--- src/rtl/axis_fifo_pkg.sv ---
// Shared defaults and sizing helpers for the AXI-Stream downsizing FIFO.
package axis_fifo_pkg;

  localparam int DEF_IN_WIDTH   = 80;
  localparam int DEF_OUT_WIDTH  = 16;
  localparam int DEF_DEPTH      = 128;
  localparam int DEF_USER_WIDTH = 1;

  function automatic int calc_ratio(input int in_w, input int out_w);
    return in_w / out_w;
  endfunction

  // Address/counter width that never collapses to zero for single-entry sizes.
  function automatic int calc_aw(input int n);
    return (n > 1) ? $clog2(n) : 1;
  endfunction

endpackage

--- src/rtl/axis_fifo_ram.sv ---
// Beat storage: registered write port, asynchronous read port (data written on an edge is readable the next cycle).
module axis_fifo_ram #(
  parameter int WIDTH   = 8,
  parameter int ENTRIES = 2,
  parameter int AW      = 1
) (
  input  logic             i_clk,
  input  logic             i_wr_en,
  input  logic [AW-1:0]    i_wr_addr,
  input  logic [WIDTH-1:0] i_wr_dat,
  input  logic [AW-1:0]    i_rd_addr,
  output logic [WIDTH-1:0] o_rd_dat
);

  logic [WIDTH-1:0] r_mem [ENTRIES];

  always_ff @(posedge i_clk) begin
    if (i_wr_en) begin
      r_mem[i_wr_addr] <= i_wr_dat;
    end
  end

  assign o_rd_dat = r_mem[i_rd_addr];

endmodule

--- src/rtl/axis_downsize_fifo.sv ---
// Wide-beat FIFO emitting RATIO narrow words per beat; first-word-fall-through, S_TREADY registered from entry count.
// AXIS_DOWNSIZE_MSB_FIRST_EN selects MSB-first lane order (default LSB-first).
module axis_downsize_fifo
  import axis_fifo_pkg::*;
#(
  parameter int IN_WIDTH   = DEF_IN_WIDTH,
  parameter int OUT_WIDTH  = DEF_OUT_WIDTH,
  parameter int DEPTH      = DEF_DEPTH,
  parameter int USER_WIDTH = DEF_USER_WIDTH
) (
  input  logic                    ACLK,
  input  logic                    ARESET,
  input  logic [IN_WIDTH-1:0]     S_TDATA,
  input  logic                    S_TVALID,
  output logic                    S_TREADY,
  input  logic [USER_WIDTH-1:0]   S_TUSER,
  input  logic                    S_TLAST,
  output logic [OUT_WIDTH-1:0]    M_TDATA,
  output logic                    M_TVALID,
  input  logic                    M_TREADY,
  output logic [USER_WIDTH-1:0]   M_TUSER,
  output logic                    M_TLAST,
  output logic [$clog2(DEPTH):0]  LEVEL
);

  localparam int RATIO   = calc_ratio(IN_WIDTH, OUT_WIDTH);
  localparam int ENTRIES = DEPTH / RATIO;
  localparam int AW      = calc_aw(ENTRIES);
  localparam int LW      = calc_aw(RATIO);
  localparam int CW      = $clog2(ENTRIES + 1);
  localparam int RW      = IN_WIDTH + USER_WIDTH + 1;
  localparam int LVW     = $clog2(DEPTH) + 1;

  logic [AW-1:0]         r_wr_ptr;
  logic [AW-1:0]         r_rd_ptr;
  logic [CW-1:0]         r_count;
  logic [LW-1:0]         r_lane;
  logic                  r_s_tready;

  logic                  w_push;
  logic                  w_m_valid;
  logic                  w_m_xfer;
  logic                  w_last_lane;
  logic                  w_pop;
  logic [CW-1:0]         w_count_nxt;
  logic [RW-1:0]         w_rd_dat;
  logic [IN_WIDTH-1:0]   w_head_data;
  logic [USER_WIDTH-1:0] w_head_user;
  logic                  w_head_last;
  logic [OUT_WIDTH-1:0]  w_word;

  assign w_push      = S_TVALID & r_s_tready;
  assign w_m_valid   = (r_count != '0);
  assign w_m_xfer    = w_m_valid & M_TREADY;
  assign w_last_lane = (r_lane == LW'(RATIO - 1));
  assign w_pop       = w_m_xfer & w_last_lane;
  assign w_count_nxt = r_count + CW'(w_push) - CW'(w_pop);

  // Ready looks at the post-edge count so a final-lane pop reopens the slave side one cycle later.
  always_ff @(posedge ACLK) begin
    if (ARESET) begin
      r_wr_ptr   <= '0;
      r_rd_ptr   <= '0;
      r_count    <= '0;
      r_lane     <= '0;
      r_s_tready <= 1'b0;
    end else begin
      r_count    <= w_count_nxt;
      r_s_tready <= (w_count_nxt < CW'(ENTRIES));
      if (w_push) begin
        r_wr_ptr <= (r_wr_ptr == AW'(ENTRIES - 1)) ? '0 : r_wr_ptr + AW'(1);
      end
      if (w_pop) begin
        r_rd_ptr <= (r_rd_ptr == AW'(ENTRIES - 1)) ? '0 : r_rd_ptr + AW'(1);
      end
      if (w_m_xfer) begin
        r_lane <= w_last_lane ? '0 : r_lane + LW'(1);
      end
    end
  end

  axis_fifo_ram #(
    .WIDTH   (RW),
    .ENTRIES (ENTRIES),
    .AW      (AW)
  ) u_ram (
    .i_clk     (ACLK),
    .i_wr_en   (w_push),
    .i_wr_addr (r_wr_ptr),
    .i_wr_dat  ({S_TLAST, S_TUSER, S_TDATA}),
    .i_rd_addr (r_rd_ptr),
    .o_rd_dat  (w_rd_dat)
  );

  assign w_head_data = w_rd_dat[IN_WIDTH-1:0];
  assign w_head_user = w_rd_dat[IN_WIDTH +: USER_WIDTH];
  assign w_head_last = w_rd_dat[RW-1];

  always_comb begin
    w_word = '0;
    for (int k = 0; k < RATIO; k++) begin
      if (r_lane == LW'(k)) begin
`ifdef AXIS_DOWNSIZE_MSB_FIRST_EN
        w_word = w_head_data[IN_WIDTH-1-k*OUT_WIDTH -: OUT_WIDTH];
`else
        w_word = w_head_data[k*OUT_WIDTH +: OUT_WIDTH];
`endif
      end
    end
  end

  assign S_TREADY = r_s_tready;
  assign M_TVALID = w_m_valid;
  assign M_TDATA  = w_word;
  assign M_TUSER  = (w_m_valid && (r_lane == '0)) ? w_head_user : '0;
  assign M_TLAST  = w_m_valid & w_last_lane & w_head_last;
  assign LEVEL    = LVW'(r_count) * LVW'(RATIO) - LVW'(r_lane);

endmodule
--- config.mk ---
export PLATFORM = sky130hd
export DESIGN_NAME = axis_downsize_fifo
export DESIGN_NICKNAME = d
export VERILOG_FILES = /design/src/rtl/axis_fifo_pkg.sv /design/src/rtl/axis_fifo_ram.sv /design/src/rtl/axis_downsize_fifo.sv
export SDC_FILE = /design/constraint.sdc
export NUM_CORES = 2
export LEC_CHECK = 0
export BUFFER_PORTS_ARGS = -buffer_cell sky130_fd_sc_hd__buf_4
export CORE_MARGIN = 5
export CORE_UTILIZATION = 41
export CTS_CLUSTER_SIZE = 12
export DETAILED_ROUTE_END_ITERATION = 10
export HOLD_SLACK_MARGIN = 0.06
export PLACE_DENSITY = 0.57
export SLEW_MARGIN = 20
export SYNTH_ARGS = -nofsm -noshare
export SYNTH_HDL_FRONTEND = slang
export SYNTH_HIERARCHICAL = 1
export SYNTH_SLANG_ARGS = --single-unit
--- constraint.sdc ---
create_clock -name ACLK -period 10.68 [get_ports ACLK]
set_clock_uncertainty 0.05 [all_clocks]
set_input_delay 0.534 -clock ACLK [delete_from_list [all_inputs] [get_ports ACLK]]
set_output_delay 0.534 -clock ACLK [all_outputs]
set_load 0.1 [all_outputs]
== After elaboration in Yosys (flattened, before gate mapping) ==
Memories as Yosys holds them, arrays and structs flattened. A register that Yosys moved wholly into a read port is not among the register bits.
Cells that the tools add are included.
W data, S select, Z words.
Operators by class
  add/subtract/negate cells: 6
  multipliers: 1
  magnitude comparators: 1
  eq/ne operators: 6
  multiplexer cells: 13
  bitwise gates (word level): 5
  reduce and logical (&&, ||, !) cells: 3
Operators by type and width (count)
  $mux W16: 5
  $mux W5: 4
  $add A5 B1 Y5 const B: 2
  $eq A5 B5 Y1 const B: 2
  $mul A5 B3 Y8 const B: 1
  $sub A8 B3 Y8: 1
  $eq A3 B2 Y1 const B: 2
  $add A5 B1 Y5: 1
  $and A1 B1 Y1: 5
  $lt A5 B5 Y1 const B: 1
  $reduce_bool A5 Y1: 1
  $sub A5 B1 Y5: 1
  $add A3 B1 Y3 const B: 1
  $eq A3 B1 Y1 const B: 1
  $eq A3 B3 Y1 const B: 1
  $logic_not A3 Y1: 1
  $mux W1: 3
  $mux W3: 1
  $logic_and A1 B1 Y1: 1
Storage, ports and cells
  flip-flop bits (word level): 19
  memory bits (writable): 2050
  input port bits: 86
  output and inout port bits: 28
  word-level logic and storage cells: 41
  memories: 1
Memories
  u_ram.r_mem: words 25, width 82, rd ports 1, clocked after Yosys merged registers in 1, write ports 1, RTL line axis_fifo_ram.sv:15  | logic [WIDTH-1:0] r_mem [ENTRIES];

== Longest topological paths before layout ==
  word-level depth: 6
  gate-level depth with buffers: 15

== Modules after synthesis ==
Netlist, hierarchy kept.
Modules (own cells, without submodules)
  axis_fifo_ram: instances 1, cells an instance 3355, area each 77383.0 sq um, sequential area each 61559.0 sq um
  axis_downsize_fifo: instances 1, cells an instance 248, area each 2038.2 sq um, sequential area each 380.4 sq um

== Worst setup path before layout ==
No wires, ideal clock.
  path type: register to register
  start point: reg r_s_tready, in the netlist S_TREADY
  end point: mem u_ram/r_mem[20][0] (netlist name), enable pin
  setup time: 0.523 ns
  arrival: 5.461 ns
  required time: 10.107 ns
  path slack: 4.646 ns
  stages on the path, launching flop included: 6
  buffers on the path: 1
  clock period less this slack: 6.034 ns
  cells stage by stage: dfxtp_1 > nand2_1 > inv_1 > or3b_2 > clkbuf_1 > nor2_1
Between the ends
  word-level cells in the longest chain between the ends: 3
RTL lines
  from (decl): RTL line axis_downsize_fifo.sv:38  | logic r_s_tready;
  from (signal assigned): RTL line axis_downsize_fifo.sv:69  | r_s_tready <= (w_count_nxt < CW'(ENTRIES));
  $and A1 B1 Y1: RTL line axis_downsize_fifo.sv:52  | assign w_push = S_TVALID & r_s_tready;
  named net w_push: RTL line axis_downsize_fifo.sv:40  | logic w_push;
  $mux W1: RTL line axis_fifo_ram.sv:18  | if (i_wr_en) begin
  $mux W1 (not written as such): RTL line axis_fifo_ram.sv:19  | r_mem[i_wr_addr] <= i_wr_dat;
  to (decl): RTL line axis_fifo_ram.sv:15
The timed path passes the listed nets, and every way through them passes these cells.

==> results.md <==
- Finished Core Util: 0.470
- Die Span X: 450 microns
- Rel. slew slack: 0.220
- Mapped Avg Cell Area: 22.0 sq um
- Critical path's largest stage delay: 640 ps
- Port bufs: 113
- I/O pin count: 114
- Nets@finish: 4027
- Largest family of logic cells by synthesized area: multiplexers
- Final Max Slew Viols: 0
- Fmax: 157 MHz
- Flops & latches, synth: 2069
- Fin crit period: 6370 ps
- CTS root buffer: clkbuf_16
- Syn Nets: 3719
- R2R Setup Slk: 6590 ps
- Max clock buf depth: 3
- Setup CP Type: reg -> out
- Synth cell types: 63
- Starting Density: 0.412
- Status: completed
- Max cap viols: 0
- Post-synthesis mux area share: 0.141
- Hold WC Path Type: in -> reg
- Adder-Cell Fraction of Synth Area: 0.00520
- PostCTS Resize Cnt: 0
- Post-synthesis xor/xnor area fraction: 0.00154
- CP endpoint kind: primary output
- Post-Syn Area: 79400 sq um
- Pwr/cell area: 192 nW/um^2
- Layout area overhead: 13.9%
- Num CTS Buffers: 209
- CP Launch Type: flop
- Final Routed Wirelength: 209 mm
- Drt via density: 5.95
- Routed vias: 39200
- Slowest cell on crit path: nor3_1
- Layout cells sized above 1: 0.241
- YS warnings: 6
- Height of the die: 450 microns
- Async set-reset flop share out of synthesis: 0
- Total power: 17.4 mW
- Peak VDD IR: 167 uV
- Fin crit share: 0.597
- EDFF count, synth: 2050
- FP Rows: 161
- Drt drc: 0
- First-pass GRT wire length: 296 mm
- Simple-Gate Fraction of Synth Area: 0.0155
- Htree depth: 4
- CTS tree: yes
- Fin Setup TNS: 0 ps
- Gr usage total: 0.203
- CP cell instances: buf_4 > inv_4 > buf_4 > nor3_4 > buf_4 > buf_4 > a22oi_1 > o211ai_1 > a221oi_1 > nor3_1 > a221o_1 > buf_4
- Global route total overflow: 0
- Worst-margin pin slew: 1170 ps
- Critical path fanouts, max: 32
- Final setup vio count: 0
- Compound-cell area share of the yosys netlist: 0.0407
- Number of DRC markers in iteration 0: 4385
- Seq/Total Area, Yosys: 0.780
- Pleak: 26.9 nW
- Total core area: 193000 sq um
- Post-synth top flop: edfxtp_1
- Fillers: 15900
- DRT antenna net count: 0
- Worst path arrival time: 5790 ps
- RSZ-0062 raised after global routing: no
- Drt pass-1 iters: 5
- Final hold violations: 0
- Syn Inst Count: 3603
- Worst endpoint required time: 10100 ps
- Die ar.: 203000 sq um
- Vias in the first global route: 39400
- Initial antenna violation count: 21
- Crit path top cell by count: buf_4
- Routed len/inst: 31.7 microns
- Worst-path clk slew: 60 ps
- Final HPWL DP: 108 mm
- CTS Sinks: 2069
- Clk Latency, worst-skew pair: 840 ps
- Final GP Congestion: 0.731
- Largest net degree at the start of global routing: 123
[synthesized netlist by cell type, types with 19 or more instances]
master    count  area, sq um
a221oi_1     22          193
a22oi_1     109          818
a22oi_2      30          375
buf_2        67          335
buf_4        32          240
clkbuf_1     69          259
dfxtp_1      19          380
edfxtp_1   2050        61600
ha_1         25          313
inv_1        30          113
mux2i_1     140         1400
mux4_2      427         9620
nand2_1      43          161
nor2_1       55          206
nor2b_1      33          206
nor3_1       38          190
o211ai_1     55          413
o21ai_0      47          235
o22ai_1     115          719
[metrics by stage]
stage | instance area (sq um) | hold WS [ps] | setup WS (ps) | cells
3_5_place_dp | 83300 | 441 | 5320 | 6140
4_1_cts | 90400 | 363 | 4360 | 6587
3_3_place_gp | 83300 | 426 | 5360 | 6140
2_1_floorplan | 79400 | 412 | 4650 | 3603
6_report | 90500 | 437 | 4310 | 6591
5_1_grt | 90500 | 416 | 4290 | 6589
[metal layers]
metal	up-vias	part of all wire	GRT usage
met5	-	0.00030	0
met4	10	0.027	0.0577
met3	327	0.077	0.0414
met2	1629	0.48	0.326
met1	21300	0.42	0.286
li1	16000	-	-
[registers in the layout, indices dropped and copies added, names as in the netlist]
register,cells
S_TREADY,1
r_count,5
r_lane,3
r_wr_ptr,5
u_ram/r_mem,2050
r_rd_ptr,5
[cell type report]
class                      instances  area [sq um]  share of cell area
clock inverter                    74           624             0.00690
sequential                      2069         62000               0.685
timing repair buffer             300          2560              0.0284
clock buffer                     288          5610              0.0620
multi-input combinational       1300         16400               0.181
inverter                          31           119             0.00131
antenna                            3          7.51           0.0000830
tap                             2526          3160              0.0349
[critical path: cells and delay by family, from the launching register on]
kind	cells	cell delay, ps
AND/OR/NAND/NOR	2	980
flip-flops	1	310
buffers and inverters	6	2600
AO/OA/AOI/OAI	4	930
[worst paths after layout]
kind	startpoint	end	cells after the start
max	r_rd_ptr[4]	M_TDATA[4]	12
min	ARESET	r_count[1]	3
max reg2reg	S_TREADY	u_ram/r_mem[1][34]	6
min reg2reg	r_lane[2]	r_lane[2]	2
[logic make-up after synthesis]
| family | Yosys count |
|---|---|
| buffers and inverters | 234 |
| adder cells (fa/ha/maj) | 30 |
| AND/OR/NAND/NOR | 234 |
| XOR/XNOR | 14 |
| flip-flops | 2069 |
| multiplexers | 581 |
| AO/OA/AOI/OAI | 441 |
[report_power, final]
part / internal [mW] / switching (mW) / total [mW]
sequential: 8.99 / 0.0193 / 9.01
clock: 3.79 / 2.98 / 6.78
combinational: 0.369 / 1.21 / 1.58
total: 13.2 / 4.21 / 17.4
[placed cells by master, fill, tap and decap left out, drive strengths merged, types with 5 or more instances in the layout]
cell and count:
dfxtp 19, o211ai 55, a32oi 9, clkbuf 288, clkinv 59, dlygate4sd3 85
o22ai 115, mux4 427, nor3 40, and2 5, ha 25, mux2i 140
nand4 6, nor2b 33, xor2 6, nand3 12, xnor2 8, nand2 43
buf 215, a211oi 8, bufinv 6, or3b 5, o21ai 55, edfxtp 2050
mux2 14, a21oi 16, a221o 16, nand3b 6, nor2 56, nor4 8
inv 38, a22oi 139, a221oi 23, fa 5
[what timing repair did]
action / in CTS / in global routing
setup buffers: 0 / 0
hold buffers: 85 / 0
hold endpoints to repair: 2065 / 0
Power figures use the tool's default switching activity.
